==> src/rtl/mem_pipe_ctrl_pkg.sv <==
// Shared types for the memory arbiter / pipeline sequencer.
// Controller state, RAM grant select and RAM handshake state.
package mem_pipe_ctrl_pkg;

    typedef enum logic [1:0] {
        RUN  = 2'd0,
        HALT = 2'd1
    } ctrl_state_t;

    typedef enum logic {
        GNT_INSTR = 1'b0,
        GNT_DATA  = 1'b1
    } mem_grant_t;

    typedef enum logic [1:0] {
        FREE   = 2'd0,
        BUSY   = 2'd1,
        ACCESS = 2'd2,
        ERROR  = 2'd3
    } ramstate_t;

endpackage

==> src/rtl/mem_pipe_ctrl.sv <==
// Single-port RAM arbiter and 5-stage pipeline sequencer.
// Data access wins the port; the pipeline only advances on a completed fetch.
module mem_pipe_ctrl
    import mem_pipe_ctrl_pkg::*;
#(
    parameter int ERR_LIMIT = 15
) (
    input  logic        CLK,
    input  logic        RST,
    input  logic [31:0] iaddr,
    input  logic        dREN,
    input  logic        dWEN,
    input  logic [31:0] daddr,
    input  logic [31:0] dstore,
    input  logic        halt,
    input  logic        brTaken,
    input  logic [1:0]  ramstate,
    input  logic [31:0] ramload,
    output logic        ramREN,
    output logic        ramWEN,
    output logic [31:0] ramaddr,
    output logic [31:0] ramstore,
    output logic [31:0] iload,
    output logic [31:0] dload,
    output logic        ihit,
    output logic        ifidW,
    output logic        idexW,
    output logic        exmemW,
    output logic        memwbW,
    output logic        ifidRST,
    output logic        idexRST,
    output logic        exmemRST,
    output logic        halted,
    output logic        mem_err
);

    localparam int CW = $clog2(ERR_LIMIT + 1);
    localparam logic [CW-1:0] CNT_LAST = CW'(ERR_LIMIT - 1);

    ctrl_state_t   state_q, state_d;
    mem_grant_t    grant;
    logic          d_done_q, d_done_d;
    logic [31:0]   dload_q, dload_d;
    logic [CW-1:0] err_cnt_q, err_cnt_d;
    logic          mem_err_q, mem_err_d;

    logic          run, dreq, hit, err_st, fetch;
    logic          dhit, ihit_c, advance, err_fatal;
    logic          ren_c, wen_c;
    logic [31:0]   addr_c, store_c;

    // Grant mux, hit decode, halt/error transitions and latch next-state
    always_comb begin
        run       = (state_q == RUN);
        dreq      = (dREN | dWEN) & ~d_done_q;
        hit       = (ramstate == ACCESS);
        err_st    = (ramstate == ERROR);
        grant     = (run & dreq) ? GNT_DATA : GNT_INSTR;
        fetch     = run & ~dreq & ~halt;
        ren_c     = 1'b0;
        wen_c     = 1'b0;
        addr_c    = '0;
        store_c   = '0;
        if (grant == GNT_DATA) begin
            addr_c  = daddr;
            ren_c   = dREN & ~dWEN;
            wen_c   = dWEN;
            store_c = dstore;
        end else if (fetch) begin
            addr_c  = iaddr;
            ren_c   = 1'b1;
        end
        dhit      = (grant == GNT_DATA) & hit;
        ihit_c    = fetch & hit;
        advance   = ihit_c;
        err_fatal = run & err_st & (err_cnt_q == CNT_LAST);

        state_d = state_q;
        if (run & (err_fatal | (halt & ~dreq)))
            state_d = HALT;

        d_done_d = d_done_q;
        if (advance)
            d_done_d = 1'b0;
        else if (dhit)
            d_done_d = 1'b1;

        dload_d = dhit ? ramload : dload_q;

        err_cnt_d = err_cnt_q;
        if (hit)
            err_cnt_d = '0;
        else if (run & err_st & ~err_fatal)
            err_cnt_d = err_cnt_q + 1'b1;

        mem_err_d = mem_err_q | err_fatal;
    end

    // Controller state, data-done latch, load data hold and error counter
    always_ff @(posedge CLK or posedge RST) begin
        if (RST) begin
            state_q   <= RUN;
            d_done_q  <= 1'b0;
            dload_q   <= '0;
            err_cnt_q <= '0;
            mem_err_q <= 1'b0;
        end else begin
            state_q   <= state_d;
            d_done_q  <= d_done_d;
            dload_q   <= dload_d;
            err_cnt_q <= err_cnt_d;
            mem_err_q <= mem_err_d;
        end
    end

    // Reset forces every control output low without waiting for a clock
    assign ramREN   = ren_c & ~RST;
    assign ramWEN   = wen_c & ~RST;
    assign ramaddr  = RST ? '0 : addr_c;
    assign ramstore = RST ? '0 : store_c;
    assign iload    = ramload;
    assign dload    = RST ? '0 : (dhit ? ramload : dload_q);
    assign ihit     = ihit_c & ~RST;
    assign ifidW    = advance & ~RST;
    assign idexW    = advance & ~RST;
    assign exmemW   = advance & ~RST;
    assign memwbW   = advance & ~RST;
    assign ifidRST  = advance & brTaken & ~RST;
    assign idexRST  = advance & brTaken & ~RST;
    assign exmemRST = advance & brTaken & ~RST;
    assign halted   = (state_q == HALT) & ~RST;
    assign mem_err  = mem_err_q & ~RST;

endmodule

==> config.mk <==
export PLATFORM = sky130hd
export DESIGN_NAME = mem_pipe_ctrl
export DESIGN_NICKNAME = d
export VERILOG_FILES = /design/src/rtl/mem_pipe_ctrl_pkg.sv /design/src/rtl/mem_pipe_ctrl.sv
export SDC_FILE = /design/constraint.sdc
export NUM_CORES = 1
export LEC_CHECK = 0
export ABC_CLOCK_PERIOD_IN_PS = 1500
export CELL_PAD_IN_SITES_DETAIL_PLACEMENT = 0
export CELL_PAD_IN_SITES_GLOBAL_PLACEMENT = 2
export CORE_MARGIN = 2
export CORE_UTILIZATION = 14
export DETAILED_ROUTE_END_ITERATION = 6
export HOLD_SLACK_MARGIN = 0.02
export PLACE_DENSITY_LB_ADDON = 0.25
export SLEW_MARGIN = 20
export SYNTH_ARGS = -nofsm -noshare
export SYNTH_HDL_FRONTEND = slang
export SYNTH_SLANG_ARGS = --single-unit
==> constraint.sdc <==
create_clock -name CLK -period 1.5 [get_ports CLK]
set_clock_uncertainty 0.05 [all_clocks]
set_input_delay 0.15 -clock CLK [delete_from_list [all_inputs] [get_ports CLK]]
set_output_delay 0.15 -clock CLK [all_outputs]
set_load 0.02 [all_outputs]
==> results <==
## kinds of logic after synthesis
logic type,count (synthesis)
flip-flops,39
adder cells (fa/ha/maj),2
AND/OR/NAND/NOR,183
buffers and inverters,89
AO/OA/AOI/OAI,109
## per-layer routing
metal	vias to the layer above	wire (um)	GRT usage
li1	2119	-	-
met1	2096	7260	0.155
met2	155	8630	0.218
met3	11	1050	0.0289
met4	0	212	0.0273
met5	-	0	0
## sequential cells by signal (all words and copies together), names as in the netlist
register	count
d_done_q	1
dload_q	32
err_cnt_q	4
mem_err_q	1
state_q	1
## stage by stage
stage	power, mW	hold WS [ns]	utilization	setup slack [ns]	setup TNS, ns
after global routing	4.83	0.202	0.355	-0.594	-53.62
after CTS	4.47	0.164	0.325	-0.600	-47.64
after global placement	3.11	0.407	0.308	-0.866	-91.44
after floorplan	2.20	0.225	-	-0.0991	-5.14
after detailed placement	3.13	0.408	0.308	-0.924	-96.36
final	4.59	0.159	0.355	-0.539	-43.95
## power by group through the flow
stage | Combinational (mW) | Sequential, mW | Clock [mW]
finish | 1.93 | 1.37 | 1.29
global route | 2.06 | 1.38 | 1.39
CTS | 1.79 | 1.34 | 1.33
detailed placement | 1.78 | 1.35 | 0
global placement | 1.77 | 1.34 | 0
floorplan | 0.862 | 1.34 | 0
## Yosys cell counts (2+ instances only)
| master | instances |
|---|---|
| a31oi_1 | 2 |
| nand4_1 | 32 |
| buf_2 | 24 |
| o31ai_2 | 21 |
| dfrtp_1 | 39 |
| or3_1 | 2 |
| and2_1 | 32 |
| nand3_1 | 65 |
| clkbuf_1 | 11 |
| buf_1 | 3 |
| nand2b_1 | 2 |
| buf_6 | 5 |
| nand2_1 | 33 |
| inv_1 | 4 |
| or2_2 | 2 |
| o21ai_0 | 2 |
| nor2b_1 | 5 |
| ha_1 | 2 |
| o31ai_1 | 13 |
| nor2_1 | 2 |
| buf_4 | 39 |
| clkbuf_2 | 3 |
| a21oi_1 | 66 |
| o311ai_0 | 2 |
## placed cells by master, fill, tap and decap left out, drive strengths merged, types with 2 or more instances in the layout
cell type | synthesis | routed
or2 | 3 | 3
nor3 | 2 | 2
nand4 | 32 | 32
nand3 | 65 | 65
and2 | 32 | 32
clkbuf | 14 | 8
a21oi | 66 | 66
o311ai | 2 | 2
nand2b | 2 | 2
inv | 4 | 4
dlymetal6s2s | 0 | 8
a31oi | 2 | 2
buf | 71 | 221
nor2b | 5 | 5
or3 | 2 | 2
dfrtp | 39 | 39
nand2 | 33 | 33
o31ai | 34 | 34
clkdlybuf4s50 | 0 | 157
nor2 | 3 | 3
dlygate4sd2 | 0 | 2
ha | 2 | 2
o21ai | 2 | 2
## worst max-delay path: stages (launching register included)
cell and delay, ns:
dfrtp_1 0.38, buf_4 0.16, nor2_4 0.13, buf_12 0.15
buf_12 0.11, clkbuf_16 0.14, nand4_1 0.12, a21oi_2 0.19
buf_4 0.16
## final cells by class
type / instances / area [sq um]
multi-input cells: 294 / 2630
well taps: 319 / 399
clock inverters: 2 / 38.8
fillers: 2372 / 15000
repair buffers: 390 / 4070
flip-flops and latches: 39 / 976
clock buffers: 6 / 139
inverters: 4 / 18.8
## path summary, 6_finish.rpt
kind                           start     endpoint  slack, ns  cells after the start
max in group asynchronous        RST  dload_q[11]       1.01                      4
setup reg to reg            d_done_q   dload_q[8]      -0.14                      9
min in group CLK           mem_err_q    mem_err_q       0.42                      1
hold reg to reg            mem_err_q    mem_err_q       0.42                      1
setup / recovery            d_done_q    dload[13]      -0.54                      8
hold / removal                   RST  dload_q[27]       0.16                      4
## repair_timing
| action | in CTS | in global routing |
|---|---|---|
| endpoints found under the setup margin | 141 | 144 |
| cloned | 3 | 3 |
| endpoints found under the hold margin | 0 | 0 |
| buffers inserted | 11 | 27 |
| resized for setup | 540 | 186 |
| pin swaps | 17 | 53 |
==> impl_metrics.json <==
{
  "status": "finished with violations",
  "violations": "negative setup slack",
  "remaining_drc_errors": 0,
  "yosysWarnings": 0,
  "yosysUniqueCellTypes": 35,
  "fp.dieW_um": 157,
  "layout_setup_ws_ns": -0.539,
  "final_area_sq_um": 8270,
  "leakagePower_nw": 3.30,
  "async_flop_share": 1.00,
  "io_pins": 276,
  "fin_crit_sh": 1.36,
  "cts_sinks": 39,
  "combPwrFrac": 0.420,
  "rows": 56,
  "relSlewSlack": 0.760,
  "grt_max_degree": 33,
  "seq_power_share": 0.298,
  "p_int_mw": 3.09,
  "syn-num-nets": 560,
  "synth_top_area_cell": "dfrtp_1",
  "synthTopCellsByArea": "dfrtp_1, a21oi_1, nand3_1",
  "fin_cells": 1054,
  "cts_root_buf": "clkbuf_16",
  "die_h_um": 157,
  "synth-xor-area-share": 0,
  "initial_core_util": 0.142,
  "synth-compound-area-share": 0.229,
  "synthFlopType": "dfrtp_1",
  "synth_adder_area_share": 0.00759,
  "clock_latency_ns": 0.29,
  "syn_to_final_growth_pct": 151,
  "min_path_type": "primary input to asynchronous set/reset pin",
  "finalHoldViolCount": 0,
  "totalWireLength_um": 17200,
  "die_area_sq_um": 24800,
  "grt_pass1_vias": 4479,
  "synth_top_area_share": 0.296,
  "nets": 872,
  "clkPwrFrac": 0.282,
  "h-tree-depth": 2,
  "rsz0062_at_grt": "yes",
  "synth_seq_cells": 39,
  "post_dp_cell_area_sq_um": 7170,
  "viasPerCell": 4.16,
  "worst_pin_slew_ns": 0.360,
  "clock_path_buffers": 2,
  "antenna_found_initial": 0,
  "vias": 4381,
  "cts_tree": "yes",
  "period_needed_ns": 2.04,
  "postSynthCellCount": 422,
  "path_max_fanout": 6,
  "synth_simple_gate_area_share": 0.300,
  "yosysSeqAreaShare": 0.296,
  "groute.usage.overall": 0.124,
  "final_layout_size_suffix_gt1_frac": 0.551,
  "gp_congestion": 0.722,
  "wl_per_cell_um": 16.3,
  "peakVddDrop_mv": 0.354,
  "grt_overflow": 0,
  "cts_hold_buf": 0,
  "fmax_ghz": 0.490,
  "synth_top_family_by_area": "simple AND/OR/NAND/NOR gates",
  "antenna_left": 0,
  "drt_pass1_iterations": 4,
  "place_hpwl_um": 12300,
  "drt_iter0_markers": 125,
  "dpl.cell_count": 1010,
  "switching_share": 0.327,
  "postSynthAreaPerCell_sq_um": 7.81,
  "cp-end-kind": "output port",
  "port_buffers": 275,
  "clk_pin_slew_ns": 0.06,
  "crit_path_start_kind": "flop",
  "cp.arrival_ns": 1.84,
  "grt_first_pass_wirelength_um": 24500,
  "synthMuxAreaShare": 0,
  "power.density_nw_per_um2": 555,
  "antenna_cells": 0,
  "synth_edf_count": 0,
  "cp.required_ns": 1.30,
  "p_switching_mw": 1.50,
  "syn_area_sq_um": 3300,
  "slew_viol_final": 0,
  "critPathKind": "flop to output port",
  "cts_inserted_buffers": 5,
  "core_sq_um": 23300,
  "final-setup-viol-count": 124,
  "maxCapViolations": 0
}
(Power assumes the default switching activity.)
